<file path="config.mk">
export PLATFORM = sky130hd
export DESIGN_NAME = instr_decode_queue_flat
export DESIGN_NICKNAME = d
export VERILOG_FILES = /design/src/rtl/instr_decode_queue_if.sv /design/src/rtl/instr_decode_queue.sv /design/src/flat_wrapper.sv
export SDC_FILE = /design/constraint.sdc
export NUM_CORES = 1
export LEC_CHECK = 0
export CAP_MARGIN = 20
export CORE_MARGIN = 2
export CORE_UTILIZATION = 35
export CTS_CLUSTER_DIAMETER = 80
export DETAILED_ROUTE_END_ITERATION = 10
export GPL_ROUTABILITY_DRIVEN = 0
export PLACE_DENSITY = 0.58
export SLEW_MARGIN = 40
export SYNTH_ARGS = -nofsm -noshare
export SYNTH_HDL_FRONTEND = slang
export SYNTH_SLANG_ARGS = --single-unit
</file>
<file path="constraint.sdc">
create_clock -name clk -period 17.09 [get_ports clk]
set_input_delay 5.127 -clock clk [delete_from_list [all_inputs] [get_ports clk]]
set_output_delay 5.127 -clock clk [all_outputs]
set_load 0.01 [all_outputs]
</file>
<file path="src/rtl/instr_decode_queue_if.sv">
// Handshake bundle between fetch, the decode queue and register-read.
// The master drives instructions in and consumes decoded entries; the slave is the queue.
interface instr_decode_queue_if #(
  parameter int unsigned XLEN = 32
);
  logic            in_valid;
  logic            in_ready;
  logic [31:0]     in_instr;
  logic [XLEN-1:0] in_pc;

  logic            out_valid;
  logic            out_ready;
  logic [XLEN-1:0] out_pc;
  logic [5:0]      out_opcode;
  logic [4:0]      out_rc;
  logic [4:0]      out_ra;
  logic [4:0]      out_rb;
  logic [XLEN-1:0] out_lit;
  logic            out_use_lit;
  logic            out_is_mem;
  logic            out_is_branch;
  logic            out_we;
  logic [3:0]      out_alu_op;
  logic            out_illop;

  modport master (
    output in_valid, in_instr, in_pc, out_ready,
    input  in_ready, out_valid, out_pc, out_opcode, out_rc, out_ra, out_rb, out_lit,
           out_use_lit, out_is_mem, out_is_branch, out_we, out_alu_op, out_illop
  );

  modport slave (
    input  in_valid, in_instr, in_pc, out_ready,
    output in_ready, out_valid, out_pc, out_opcode, out_rc, out_ra, out_rb, out_lit,
           out_use_lit, out_is_mem, out_is_branch, out_we, out_alu_op, out_illop
  );
endinterface

</file>
<file path="src/rtl/instr_decode_queue.sv">
// Beta decode stage: combinational decode into a BUF_DEPTH-entry FIFO with a registered head.
// Optional macro DECODE_ILLOP_EN flags illegal opcodes on out_illop (tied 0 otherwise).
module instr_decode_queue #(
  parameter int unsigned XLEN      = 32,
  parameter int unsigned BUF_DEPTH = 2
) (
  input logic                 clk,
  input logic                 reset,
  input logic                 flush,
  instr_decode_queue_if.slave bus
);
  localparam int unsigned PtrW = (BUF_DEPTH > 1) ? $clog2(BUF_DEPTH) : 1;
  localparam int unsigned CntW = PtrW + 1;

  typedef struct packed {
    logic [XLEN-1:0] pc;
    logic [5:0]      opcode;
    logic [4:0]      rc;
    logic [4:0]      ra;
    logic [4:0]      rb;
    logic [XLEN-1:0] lit;
    logic            use_lit;
    logic            is_mem;
    logic            is_branch;
    logic            we;
    logic [3:0]      alu_op;
    logic            illop;
  } dec_t;

  dec_t            dec;
  dec_t            mem_q [BUF_DEPTH];
  dec_t            head_q, head_d;
  logic [PtrW-1:0] rd_ptr_q, rd_ptr_d, wr_ptr_q, wr_ptr_d;
  logic [CntW-1:0] count_q, count_d;
  logic [5:0]      op;
  logic            is_ld, is_st, is_ldr, is_jmp, is_beq, is_bne, is_alu, legal;
  logic            full, push, pop, load_head;

  // Decode
  always_comb begin
    op     = bus.in_instr[31:26];
    is_ld  = (op == 6'b011000);
    is_st  = (op == 6'b011001);
    is_jmp = (op == 6'b011011);
    is_beq = (op == 6'b011100);
    is_bne = (op == 6'b011101);
    is_ldr = (op == 6'b011111);
    is_alu = op[5] && (op[3:0] != 4'b0111) && (op[3:0] != 4'b1111);
    legal  = is_alu || is_ld || is_st || is_ldr || is_jmp || is_beq || is_bne;

    dec           = '0;
    dec.pc        = bus.in_pc;
    dec.opcode    = op;
    dec.rc        = bus.in_instr[25:21];
    dec.ra        = bus.in_instr[20:16];
    dec.rb        = bus.in_instr[15:11];
    dec.lit       = {{(XLEN-16){bus.in_instr[15]}}, bus.in_instr[15:0]};
    dec.is_mem    = is_ld || is_st || is_ldr;
    dec.is_branch = is_jmp || is_beq || is_bne;
    dec.use_lit   = (op[5:4] == 2'b11) || dec.is_mem;
    dec.we        = legal && !is_st;
    dec.alu_op    = is_alu ? op[3:0] : 4'b0000;
`ifdef DECODE_ILLOP_EN
    dec.illop     = !legal;
`else
    dec.illop     = 1'b0;
`endif
  end

  // FIFO control; full blocks push even if a pop happens in the same cycle
  always_comb begin
    full     = (count_q == CntW'(BUF_DEPTH));
    push     = bus.in_valid && !full && !flush;
    pop      = (count_q != '0) && bus.out_ready && !flush;
    rd_ptr_d = rd_ptr_q;
    wr_ptr_d = wr_ptr_q;
    count_d  = count_q;
    if (flush) begin
      rd_ptr_d = '0;
      wr_ptr_d = '0;
      count_d  = '0;
    end else begin
      if (push) wr_ptr_d = wr_ptr_q + PtrW'(1);
      if (pop)  rd_ptr_d = rd_ptr_q + PtrW'(1);
      if (push && !pop)      count_d = count_q + CntW'(1);
      else if (pop && !push) count_d = count_q - CntW'(1);
    end
  end

  // The new head may be the entry being written this cycle, so bypass it
  always_comb begin
    head_d    = (push && (wr_ptr_q == rd_ptr_d)) ? dec : mem_q[rd_ptr_d];
    load_head = !flush && (count_d != '0);
  end

  always_ff @(posedge clk) begin
    if (reset) begin
      rd_ptr_q <= '0;
      wr_ptr_q <= '0;
      count_q  <= '0;
      head_q   <= '0;
    end else begin
      if (push)      mem_q[wr_ptr_q] <= dec;
      if (load_head) head_q          <= head_d;
      rd_ptr_q <= rd_ptr_d;
      wr_ptr_q <= wr_ptr_d;
      count_q  <= count_d;
    end
  end

  assign bus.in_ready      = (count_q != CntW'(BUF_DEPTH));
  assign bus.out_valid     = (count_q != '0);
  assign bus.out_pc        = head_q.pc;
  assign bus.out_opcode    = head_q.opcode;
  assign bus.out_rc        = head_q.rc;
  assign bus.out_ra        = head_q.ra;
  assign bus.out_rb        = head_q.rb;
  assign bus.out_lit       = head_q.lit;
  assign bus.out_use_lit   = head_q.use_lit;
  assign bus.out_is_mem    = head_q.is_mem;
  assign bus.out_is_branch = head_q.is_branch;
  assign bus.out_we        = head_q.we;
  assign bus.out_alu_op    = head_q.alu_op;
  assign bus.out_illop     = head_q.illop;
endmodule

</file>
<file path="src/flat_wrapper.sv">
// flat-port wrapper written by rule: the top's interface ports become plain ports
module instr_decode_queue_flat 
#(
  parameter int unsigned XLEN      = 32,
  parameter int unsigned BUF_DEPTH = 2
)
  (clk, reset, flush, bus_in_valid, bus_in_instr, bus_in_pc, bus_out_ready, bus_in_ready, bus_out_valid, bus_out_pc, bus_out_opcode, bus_out_rc, bus_out_ra, bus_out_rb, bus_out_lit, bus_out_use_lit, bus_out_is_mem, bus_out_is_branch, bus_out_we, bus_out_alu_op, bus_out_illop);
  instr_decode_queue_if #(.XLEN(XLEN)) bus_i ();
  input logic clk;
  input logic reset;
  input logic flush;
  input wire logic [$bits(bus_i.in_valid)-1:0] bus_in_valid;
  input wire logic [$bits(bus_i.in_instr)-1:0] bus_in_instr;
  input wire logic [$bits(bus_i.in_pc)-1:0] bus_in_pc;
  input wire logic [$bits(bus_i.out_ready)-1:0] bus_out_ready;
  output wire logic [$bits(bus_i.in_ready)-1:0] bus_in_ready;
  output wire logic [$bits(bus_i.out_valid)-1:0] bus_out_valid;
  output wire logic [$bits(bus_i.out_pc)-1:0] bus_out_pc;
  output wire logic [$bits(bus_i.out_opcode)-1:0] bus_out_opcode;
  output wire logic [$bits(bus_i.out_rc)-1:0] bus_out_rc;
  output wire logic [$bits(bus_i.out_ra)-1:0] bus_out_ra;
  output wire logic [$bits(bus_i.out_rb)-1:0] bus_out_rb;
  output wire logic [$bits(bus_i.out_lit)-1:0] bus_out_lit;
  output wire logic [$bits(bus_i.out_use_lit)-1:0] bus_out_use_lit;
  output wire logic [$bits(bus_i.out_is_mem)-1:0] bus_out_is_mem;
  output wire logic [$bits(bus_i.out_is_branch)-1:0] bus_out_is_branch;
  output wire logic [$bits(bus_i.out_we)-1:0] bus_out_we;
  output wire logic [$bits(bus_i.out_alu_op)-1:0] bus_out_alu_op;
  output wire logic [$bits(bus_i.out_illop)-1:0] bus_out_illop;
  assign bus_i.in_valid = bus_in_valid;
  assign bus_i.in_instr = bus_in_instr;
  assign bus_i.in_pc = bus_in_pc;
  assign bus_i.out_ready = bus_out_ready;
  assign bus_in_ready = bus_i.in_ready;
  assign bus_out_valid = bus_i.out_valid;
  assign bus_out_pc = bus_i.out_pc;
  assign bus_out_opcode = bus_i.out_opcode;
  assign bus_out_rc = bus_i.out_rc;
  assign bus_out_ra = bus_i.out_ra;
  assign bus_out_rb = bus_i.out_rb;
  assign bus_out_lit = bus_i.out_lit;
  assign bus_out_use_lit = bus_i.out_use_lit;
  assign bus_out_is_mem = bus_i.out_is_mem;
  assign bus_out_is_branch = bus_i.out_is_branch;
  assign bus_out_we = bus_i.out_we;
  assign bus_out_alu_op = bus_i.out_alu_op;
  assign bus_out_illop = bus_i.out_illop;
  instr_decode_queue #(.XLEN(XLEN), .BUF_DEPTH(BUF_DEPTH)) u_core (.clk(clk), .reset(reset), .flush(flush), .bus(bus_i));
endmodule
</file>
* After elaboration in Yosys (flattened, before gate mapping)
Memories as Yosys holds them, arrays and structs flattened. A register that Yosys moved wholly into a read port is not among the register bits.
Index checks and enable logic that the tools add are counted.
** Word-level totals
- Memory bits (read-only) :: 0
- Memories kept :: 1
- Bits in latches :: 0
- Bits of input ports :: 69
- Word-level logic and storage cells :: 61
- Output and inout port bits :: 96
- Bits in registers :: 5
- RAM bits :: 186
** Memory list
- u_core.mem_q :: depth 2, bits a word 93, read ports 1, clocked after Yosys merged registers in 1, wr ports 1, line instr_decode_queue.sv:31 : dec_t mem_q [BUF_DEPTH];
** Cells by class
- Bitwise gates (word level) :: 0
- Equality and inequality tests :: 12
- Multiply operators :: 0
- Order comparisons :: 0
- Muxes and demuxes :: 10
- Add/subtract/negate cells :: 4
- Divide/modulo/power cells :: 0
- Reductions and logical operators :: 30
- Shift operators :: 0
** Operators by type and width (number)
- $mux 94 :: 1
- $eq 6x5->1 const B :: 6
- $logic_and 1x1->1 :: 11
- $logic_or 1x1->1 :: 11
- $mux 2 :: 3
- $logic_not 1->1 :: 5
- $mux 1 :: 5
- $eq 2x2->1 const B :: 2
- $mux 4 :: 1
- $ne 4x3->1 const B :: 1
- $ne 4x4->1 const B :: 1
- $reduce_bool 2->1 :: 2
- $add 1x1->1 const B :: 2
- $add 2x1->2 const B :: 1
- $ne 2x2->1 const B :: 1
- $reduce_or 2->1 :: 1
- $sub 2x1->2 const B :: 1
- $eq 1x1->1 :: 1

* Longest topological paths before layout
Gate-level depths: netlist of run 1.
- Depth in word-level cells :: 11
- Mapped depth :: 11

* Worst setup path before layout of run 1
Ideal clock, no wire load.
- Path type :: input port to flip-flop
- From :: in flush
- To :: reg, netlist name u_core.bus.out_we
- Cell stages on the path :: 6
- Arrival time :: 9726 ps
- Slack :: 7247 ps
- Setup time :: 117 ps
- Path through :: or4b_4 -> buf_6 -> nor2_1 -> mux2i_1 -> or2_0 -> a32o_1
** Between the ends
- Longest elaborated chain between the ends :: 9
- Elaborated cells on any way between the ends :: 14
- Classes of those cells :: 5 x mux; 9 x reduce/logical
** Ends and longest elaborated chain
- start: declaration :: line flat_wrapper.sv:11 : input logic flush;
- $logic_not 1->1 :: line instr_decode_queue.sv:73, instr_decode_queue.sv:74, instr_decode_queue.sv:93
- $logic_and 1x1->1 :: line instr_decode_queue.sv:73 : push = bus.in_valid && !full && !flush;
- $logic_not 1->1 :: line instr_decode_queue.sv:86 : else if (pop && !push) count_d = count_q - CntW'(1);
- $logic_and 1x1->1 :: line instr_decode_queue.sv:86
- $mux 2 :: line instr_decode_queue.sv:86
- $mux 2 :: line instr_decode_queue.sv:85 : if (push && !pop) count_d = count_q + CntW'(1);
- $mux 2 :: line instr_decode_queue.sv:78 : if (flush) begin
- $reduce_bool 2->1 :: line instr_decode_queue.sv:93 : load_head = !flush && (count_d != '0);
- $logic_and 1x1->1 :: line instr_decode_queue.sv:93
Several ways; a longest one is shown, not always the timed one.
A chain may end at the register's enable or synchronous reset.

* Worst setup path in the final report of run 1
- From :: in flush
- To :: reg, netlist name u_core.bus.out_we
** Between the ends
- Longest elaborated chain between the ends :: 9
- Elaborated cells on any way between the ends :: 14
- Classes of those cells :: 5 x mux; 9 x reduce/logical
** Ends and longest elaborated chain (line)
- $logic_not 1->1 :: instr_decode_queue.sv:73, instr_decode_queue.sv:74, instr_decode_queue.sv:93
- $logic_and 1x1->1 :: instr_decode_queue.sv:73
- $logic_not 1->1 :: instr_decode_queue.sv:86
- $logic_and 1x1->1 :: instr_decode_queue.sv:86
- $mux 2 :: instr_decode_queue.sv:86
- $mux 2 :: instr_decode_queue.sv:85
- $mux 2 :: instr_decode_queue.sv:78
- $reduce_bool 2->1 :: instr_decode_queue.sv:93
- $logic_and 1x1->1 :: instr_decode_queue.sv:93
Several ways; a longest one is shown, not always the timed one.

==> results by group, run 1 <==
Timing
  • Crit path time final: 7.932 ns
  • Fmax: 126.1 MHz
  • WHS: 0.4650 ns
  • Total Neg Setup Slack: 0 ns
  • Rel. slew slack: 47.41%
  • # setup viols final: 0
  • Slew Viols, Final: 0
  • Setup WS post-layout: 9.158 ns
  • Final Cycle Share: 46.41%
  • Final Hold Viols: 0
  • Setup skew after layout: 0.01236 ns
  • RSZ-0062 raised after global routing: false
  • Worst Tran Pin Value: 0.7889 ns

Worst setup path
  • Crit path DAT: 8.33 ns
  • Reg2reg end: u_core.bus.out_we
  • Crit-path cells: clkdlybuf4s50_1 > or4b_4 > nor2_4 > buf_4 > mux2i_1 > or2_0 > a32o_1
  • Reg2Reg Setup Slack: 13.61 ns
  • Worst Setup EP: u_core.bus.out_we
  • R2r startpoint: u_core.count_q[0]
  • Critical Path RT: 17.48 ns
  • Largest stage delay, worst path: 0.92 ns
  • Reg2reg path depth: 8
  • CP Class: input pin to flop
  • Critical path origin: flush
  • Slowest library cell on the worst path: or4b_4
  • Setup crit start kind: input pin
  • CP Capture Type: flop
  • Crit-path max FO: 64

Synth
  • Most frequent cell after synthesis: edfxtp_1
  • Top post-synthesis cells by count: edfxtp_1, o21ai_0, a21oi_1, dfxtp_1, nor2_1
  • Yosys warns: 0
  • Commonest register cell after synthesis: edfxtp_1
  • Register area share after synthesis: 59.53%
  • Fraction of registers with async set/reset: 0%
  • Yosys reg bits: 220
  • Library cells used by synthesis: 45
  • Synth area leaders: edfxtp_1, dfxtp_1, a32o_1, o21ai_0, a22oi_1
  • Syn_area_per_cell: 10.97 um^2
  • Mapped Cells: 895
  • Synthesized area: 0.009819 mm^2
  • Area leader, netlist: edfxtp_1
  • Post-synth EDFFs: 144
  • Yosys top cell area share: 44.04%
  • Synth Net Count: 966

Power
  • PwrDens: 106.5 mW/mm^2
  • Flop pwr share: 45.4%
  • Psw: 302.4 uW
  • Logic pwr share: 11.4%
  • Sw Share: 22.88%
  • Int Pwr: 1019 uW
  • Clock share of power: 43.2%
  • Leak: 0.003983 uW
  • Peak supply drop: 0.00005688 V

Outcome
  • Outcome: finished clean

Global routing
  • First-pass GRT wire length: 40,160 um
  • Gr usage total: 17.16%
  • GRT overflow: 0
  • Vias in the first global route: 7,228
  • Initial antenna violation count: 0
  • Largest net degree at the start of global routing: 103

Layout
  • Nets@finish: 1,056
  • Diode count: 0
  • Final instance area: 0.01241 mm^2
  • Synthesis-to-layout area growth: 26.36%
  • Fin util: 44.79%
  • Layout cells sized above 1: 7.178%

Routing
  • WL/cell: 18.65 um
  • Routed Wire Length: 25,760 um
  • Vias after detailed routing: 7,606
  • Detail Route Antenna Nets: 0
  • Vias per cell: 5.508
  • Drt drc: 0
  • DRT Pass-1 Iters: 5
  • First DRT Iteration DRCs: 512

Die
  • Rows: 61
  • CORE AREA: 0.02771 mm^2
  • Die area: 0.02941 mm^2
  • Die Ht: 171.5 um
  • Die width: 171.5 um
  • IO Count: 165
  • Initial core utilization: 35.44%

Clock tree
  • Post-CTS Setup Bufs: 0
  • Clock buffer count from CTS: 25
  • Hold_buf cts: 0
  • Clk slew on worst S/H paths: 0.06 ns
  • Clock buffer depth: 3
  • Clk sinks: 220
  • Root Buffer: clkbuf_16
  • Clock Latency Late Sink: 0.51 ns
  • Post-CTS sizing: 0
  • H-tree levels: 1
  • CTS tree: done

Placement
  • I/O Buffers: 163
  • Hpwl dp: 14,790 um
  • Cell area after placement: 0.01151 mm^2
  • Dpl ws: 8.553 ns

Job
  • Max Cap Viol: 0

Min path
  • Hold Path Class: flop to flop
-- critical path: cells and delay by family --
| kind | cells | cell delay (ns) |
|---|---|---|
| AOI/OAI and AO/OA | 1 | 0.24 |
| muxes | 1 | 0.14 |
| and+or+nand+nor | 3 | 1.77 |
| buffers and inverters | 2 | 1.03 |
-- cell usage in the layout, fill, tap and decap left out, types with 3 or more instances in the layout --
cell type and instances:
dfxtp_1 75, edfxtp_1 144, buf_6 3, o21ai_0 122, clkbuf_16 25, or2_2 3
bufinv_16 6, nand2_1 8, buf_4 9, a32o_1 72, a22oi_1 71, nor3_2 9
nor2_1 74, o32a_1 3, clkbuf_1 5, inv_1 6, clkinv_2 5, nand2b_1 3
clkinv_1 3, o21ai_1 21, nor3_1 59, clkdlybuf4s50_1 163, a21oi_1 79
-- power groups by stage --
stage | clock network, uW | logic, uW | registers (uW)
2_1_floorplan | 0 | 77.2 | 613
3_3_place_gp | 0 | 149 | 611
3_5_place_dp | 0 | 151 | 612
4_1_cts | 583 | 152 | 600
5_1_grt | 605 | 166 | 602
6_report | 571 | 151 | 600
-- metrics by stage --
stage,power [uW],cells
floorplan,690.5,895
global placement,760.5,1335
detailed placement,762.7,1335
CTS,1335,1380
global route,1373,1381
finish,1322,1381
-- cells by family after synthesis --
kind of cell | synth area share (%)
AOI/OAI and AO/OA | 25.17
xor gates and xnor gates | 0.1784
adders and majority gates | 0.2548
buffers and inverters | 5.989
DFF | 59.53
muxes | 0.2039
other | 0.03819
and+or+nand+nor | 8.639
-- flip-flops by register name, summed over array words and instances (netlist names) --
signal and flops:
u_core.mem_q 144, u_core.bus.out_pc 32, u_core.bus.out_lit 11, u_core.bus.out_opcode 6, u_core.bus.out_ra 5, u_core.bus.out_rb 5, u_core.bus.out_rc 5, u_core.bus.out_alu_op 4
u_core.count_q 2, u_core.bus.out_is_branch 1, u_core.bus.out_is_mem 1, u_core.bus.out_use_lit 1, u_core.bus.out_we 1, u_core.rd_ptr_q 1, u_core.wr_ptr_q 1
-- final cells by class --
| cell class | count | area [um^2] |
|---|---|---|
| inverter | 7 | 27.53 |
| fill | 2601 | 15300 |
| tap | 378 | 473.0 |
| clock inverter | 14 | 220.2 |
| timing repair buffer | 176 | 1753 |
| sequential | 220 | 5849 |
| multi-input combinational | 555 | 3427 |
| clock buffer | 31 | 658.1 |
-- metal layers --
| layer | global-route usage [%] | wire length, um |
|---|---|---|
| met1 | 23.38 | 11650 |
| met2 | 28.39 | 12120 |
| met3 | 3.037 | 1529 |
| met4 | 4.200 | 462 |
| met5 | 0 | 0 |
-- worst min-delay path by stage --
stage	startpoint	slack (ns)	end	cells past startpoint
final	u_core.bus.out_pc[27]	0.46	u_core.bus.out_pc[27]	1
after global routing	u_core.bus.out_pc[27]	0.48	u_core.bus.out_pc[27]	1
after CTS	u_core.bus.out_lit[3]	0.47	u_core.bus.out_lit[3]	1
after detailed placement	u_core.bus.out_pc[10]	0.46	u_core.bus.out_pc[10]	1
after global placement	u_core.bus.out_ra[3]	0.45	u_core.bus.out_ra[3]	1
after floorplan	u_core.bus.out_alu_op[0]	0.51	u_core.bus.out_alu_op[0]	1
Power figures use the tool's default switching activity.
==> run 2, diff against run 1 <==
Settings changed: PLACE_DENSITY 0.58 to 0.6.
Clock period 17.09 ns to 7.23 ns, I/O delays scaled along.
==> run 2 against run 1 <==
  * Total power grew 130%
  * Critical path type unchanged
  * Largest cell class unchanged
  * Worst setup slack worse by 6.6 ns
  * Largest power group unchanged
  * Non-clock buffer count up 4
  * Core utilization increased by 0.19 points
==> results by group, run 2 (synthesis results as in run 1) <==
Global routing
  • Largest net degree at the start of global routing: 83
  • First-pass GRT wire length: 40,070 um
  • Initial antenna violation count: 0
  • Gr usage total: 16.97%
  • Vias in the first global route: 7,244
  • GRT overflow: 0

Layout
  • Top reg by flops: u_core.mem_q
  • Final instance area: 0.01246 mm^2
  • Largest register FFs: 144
  • Synthesis-to-layout area growth: 26.89%
  • Nets@finish: 1,060
  • Diode count: 0
  • Most frequent cells in the layout: clkdlybuf4s50_1, edfxtp_1, o21ai_0
  • Commonest non-fill, non-tap cell in the layout: clkdlybuf4s50_1
  • Layout cells sized above 1: 7.540%

Routing
  • Routed Wire Length: 25,860 um
  • First DRT Iteration DRCs: 640
  • DRT Pass-1 Iters: 5
  • WL/cell: 18.66 um
  • Vias after detailed routing: 7,624
  • Detail Route Antenna Nets: 0
  • Drt drc: 0
  • Vias per cell: 5.501

Die
  • Die area: 0.02941 mm^2
  • IO Count: 165
  • CORE AREA: 0.02771 mm^2
  • Rows: 61
  • Die Ht: 171.5 um
  • Die width: 171.5 um
  • Initial core utilization: 35.44%

Power
  • PwrDens: 245.7 mW/mm^2
  • Leak: 0.004005 uW
  • Peak supply drop: 0.0001694 V
  • Design Power: 3061 uW

Worst setup path
  • Setup crit start kind: input pin
  • Worst path top cell family by delay: simple AND/OR/NAND/NOR gates
  • Slowest library cell on the worst path: or4b_4
  • Largest stage delay, worst path: 0.91 ns
  • CP Class: input pin to flop
  • Crit-path cells: clkdlybuf4s50_1 > or4b_4 > nor2_4 > buf_4
  • Critical Path RT: 7.39 ns
  • CP Capture Type: flop
  • Crit-path max FO: 61
  • Crit path buf inv count: 2
  • Crit path DAT: 4.78 ns

Timing
  • Total Neg Setup Slack: 0 ns
  • Final Hold Viols: 0
  • Worst Tran Pin Value: 0.8233 ns
  • Setup WS post-layout: 2.606 ns
  • # setup viols final: 0
  • Setup skew after layout: 0.01622 ns
  • Final Cycle Share: 63.96%
  • Crit path time final: 4.624 ns
  • RSZ-0062 raised after global routing: false
  • Slew Viols, Final: 0
  • Rel. slew slack: 45.11%
  • Fmax: 216.3 MHz
  • WHS: 0.4627 ns

Clock tree
  • Post-CTS sizing: 0
  • Clk sinks: 220
  • Clock Latency Late Sink: 0.53 ns
  • Clock buffer count from CTS: 25
  • H-tree levels: 1
  • CTS tree: done
  • Clk slew on worst S/H paths: 0.06 ns
  • Root Buffer: clkbuf_16
  • Hold_buf cts: 0
  • Post-CTS Setup Bufs: 0
  • Clock buffer depth: 3

Min path
  • Hold Path Class: flop to flop

Placement
  • Cell area after placement: 0.01156 mm^2
  • Dpl ws: 2.010 ns
  • Hpwl dp: 14,410 um
  • I/O Buffers: 163

Outcome
  • Outcome: finished clean

Job
  • Max Cap Viol: 0
## run 2: path summary, 6_finish.rpt
kind                            slack [ns]  cells past startpoint                       end                      from
worst min-delay path                  0.46                      1  u_core.bus.out_is_branch  u_core.bus.out_is_branch
worst max register to register        4.07                      5       u_core.mem_q[0][12]         u_core.count_q[0]
worst max-delay path                  2.61                      4       u_core.mem_q[0][12]                     flush
worst min register to register        0.46                      1  u_core.bus.out_is_branch  u_core.bus.out_is_branch
## run 2: per-stage QoR
stage | std cells | util, %
floorplan | 895 | -
global placement | 1336 | 41.67
CTS | 1383 | 44.75
global route | 1386 | 44.97
detailed placement | 1337 | 41.74
finish | 1386 | 44.97
## run 2: where the power goes
part	switching [uW]	total (uW)	leakage, uW	internal [uW]
clock	498	1280	0.000410	781
combinational	192	363	0.00166	172
sequential	31.8	1420	0.00193	1390
## run 2: metal layers
layer	routed length (um)	GRT usage, %	vias up	share of wire [%]
li1	-	-	3638	-
met2	12260	28.36	217	47
met4	431	3.611	0	1.7
met5	0	0	-	0
met1	11680	23.07	3736	45
met3	1491	3.037	33	5.8
## run 2: layout make-up
class	instances	area, um^2
Tap cell	378	473.0
Timing Repair Buffer	180	1848
Clock inverter	5	78.83
Sequential cell	220	5849
Clock buffer	41	755.7
Fill cell	2530	15250
Inverter	7	27.53
Multi-Input combinational cell	555	3427
## run 2: worst register-to-register path: stages, from the launching register on
cell and delay (ns):
dfxtp_1 0.37, inv_1 0.11, ha_1 0.29, or4b_4 0.86, nor2_4 0.61, buf_4 0.52
==> run 3, diff against run 2 <==
Clock period 7.23 ns to 4.24 ns, I/O delays scaled along.
==> run 3 against run 2 <==
  * Total power increased by 69%
  * Die area unchanged
  * Register-to-register slack got worse by 2.5 ns
  * Critical path type unchanged
  * Cell count grew 0.65%
==> results by group, run 3 (synthesis results as in run 1) <==
Outcome
  • Outcome: finished clean

Die
  • Rows: 61
  • CORE AREA: 0.02771 mm^2
  • Die width: 171.5 um
  • Die area: 0.02941 mm^2
  • Initial core utilization: 35.44%
  • Die Ht: 171.5 um
  • IO Count: 165

Routing
  • DRT Pass-1 Iters: 5
  • Routed Wire Length: 25,520 um
  • Vias per cell: 5.505
  • First DRT Iteration DRCs: 655
  • Detail Route Antenna Nets: 0
  • Drt drc: 0
  • WL/cell: 18.30 um
  • Vias after detailed routing: 7,679

Layout
  • Fillers: 2,555
  • Nets@finish: 1,070
  • Diode count: 0
  • Most frequent cells in the layout: clkdlybuf4s50_1, edfxtp_1, o21ai_0
  • Largest register FFs: 144
  • Final Non-Filler Cells: 1,395
  • Layout cells sized above 1: 8.751%
  • Synthesis-to-layout area growth: 27.83%
  • Top reg by flops: u_core.mem_q
  • Commonest non-fill, non-tap cell in the layout: clkdlybuf4s50_1

Global routing
  • First-pass GRT wire length: 40,190 um
  • Initial antenna violation count: 0
  • Largest net degree at the start of global routing: 79
  • GRT overflow: 0
  • Gr usage total: 17.10%
  • Vias in the first global route: 7,439

Worst setup path
  • Crit path DAT: 3.71 ns
  • Critical Path RT: 4.69 ns
  • Slowest library cell on the worst path: nor4b_2
  • Crit-path cells: clkdlybuf4s50_1 > nor4b_2 > a21o_4 > buf_4 > a22oi_1 > o21ai_0 > a32o_1
  • Reg2Reg Setup Slack: 1.57 ns
  • Setup crit start kind: input pin
  • Reg2reg end: u_core.bus.out_use_lit
  • Crit path buf inv count: 2
  • Worst path top cell family by delay: buffers and inverters
  • Crit-path max FO: 32
  • Largest stage delay, worst path: 0.66 ns
  • CP Class: input pin to flop
  • CP Capture Type: flop
  • Reg2reg path depth: 8
  • R2r startpoint: u_core.count_q[0]

Clock tree
  • Post-CTS Setup Bufs: 0
  • Clk sinks: 220
  • Clk slew on worst S/H paths: 0.06 ns
  • CTS tree: done
  • H-tree levels: 1
  • Post-CTS sizing: 0
  • Clock buffer depth: 3
  • Clock Latency Late Sink: 0.51 ns
  • Clock buffer count from CTS: 25
  • Root Buffer: clkbuf_16
  • Hold_buf cts: 0

Timing
  • Crit path time final: 3.256 ns
  • WHS: 0.4662 ns
  • Fmax: 307.1 MHz
  • RSZ-0062 raised after global routing: false
  • Final Cycle Share: 76.79%
  • Total Neg Setup Slack: 0 ns
  • Final Hold Viols: 0
  • Rel. slew slack: 54.90%
  • # setup viols final: 0
  • Worst Tran Pin Value: 0.6748 ns
  • Setup skew after layout: 0.008912 ns
  • Slew Viols, Final: 0

Min path
  • Hold Path Class: flop to flop
  • HP Start: u_core.bus.out_pc[23]
  • Hold EP: u_core.bus.out_pc[23]
  • Worst hold stages: 1

Power
  • PwrDens: 411.7 mW/mm^2
  • Leak: 0.004060 uW
  • Peak supply drop: 0.0002708 V

Job
  • Max Cap Viol: 0

Placement
  • I/O Buffers: 163
  • Hpwl dp: 15,370 um
  • Placed insts: 1,350
==> run 3: cell count changes in the layout (fill, tap and decap cells not counted) <==
cell,previous run,this run
clkinv_1,0,3
clkinv_4,0,2
inv_6,1,0
clkbuf_8,7,5
buf_6,1,0
buf_4,9,18
buf_8,2,0
clkbuf_1,9,2
clkinv_2,3,7
buf_12,4,8
==> run 3: worst max-delay path by stage <==
stage / startpoint / end / slack (ns) / cells past startpoint
floorplan: flush / u_core.bus.out_we / 0.12 / 6
global placement: flush / u_core.bus.out_pc[30] / 0.52 / 7
detailed placement: flush / u_core.bus.out_pc[6] / 0.47 / 7
CTS: flush / u_core.bus.out_pc[6] / 0.99 / 7
global route: flush / u_core.bus.out_pc[30] / 0.77 / 7
finish: flush / u_core.bus.out_pc[6] / 0.98 / 7
==> run 3: layer usage <==
layer,track usage (%),part of all wire [%],vias up
met5,0,0,-
met4,3.611,1.3,0
met3,2.899,5.9,31
met2,28.51,46,220
met1,23.42,47,3765
li1,-,-,3663
==> run 3: power breakdown <==
group | total [uW] | internal (uW) | switching [uW]
clock | 2130 | 1290 | 841
combinational | 628 | 297 | 330
sequential | 2410 | 2360 | 49.1
total | 5170 | 3950 | 1220
==> run 3: area by class of cell <==
class | instances | area, um^2 | area share, %
repair buffers | 190 | 1954 | 15.57
flip-flops and latches | 220 | 5849 | 46.60
clock buffers | 32 | 701.9 | 5.592
clock inverters | 13 | 118.9 | 0.9470
multi-input cells | 555 | 3427 | 27.30
well taps | 378 | 473.0 | 3.768
inverters | 7 | 27.53 | 0.2193
==> run 3: worst register-to-register path: cells and delay by family, from the launching register on <==
kind | cells | cell delay [ns]
buffers and inverters | 2 | 0.40
AND/OR/NAND/NOR | 2 | 0.52
AO/OA/AOI/OAI | 3 | 1.03
adder cells (fa/ha/maj) | 1 | 0.25
flip-flops | 1 | 0.37
==> run 3: through the flow <==
step	setup WS, ns	total power, uW	instance area, um^2	utilization (%)
CTS	0.9917	5233	12550	45.31
global route	0.7718	5393	12550	45.31
finish	0.9841	5168	12550	45.31
floorplan	0.1219	2782	9827	-
detailed placement	0.4706	3089	11730	42.34
global placement	0.5172	3075	11680	42.17
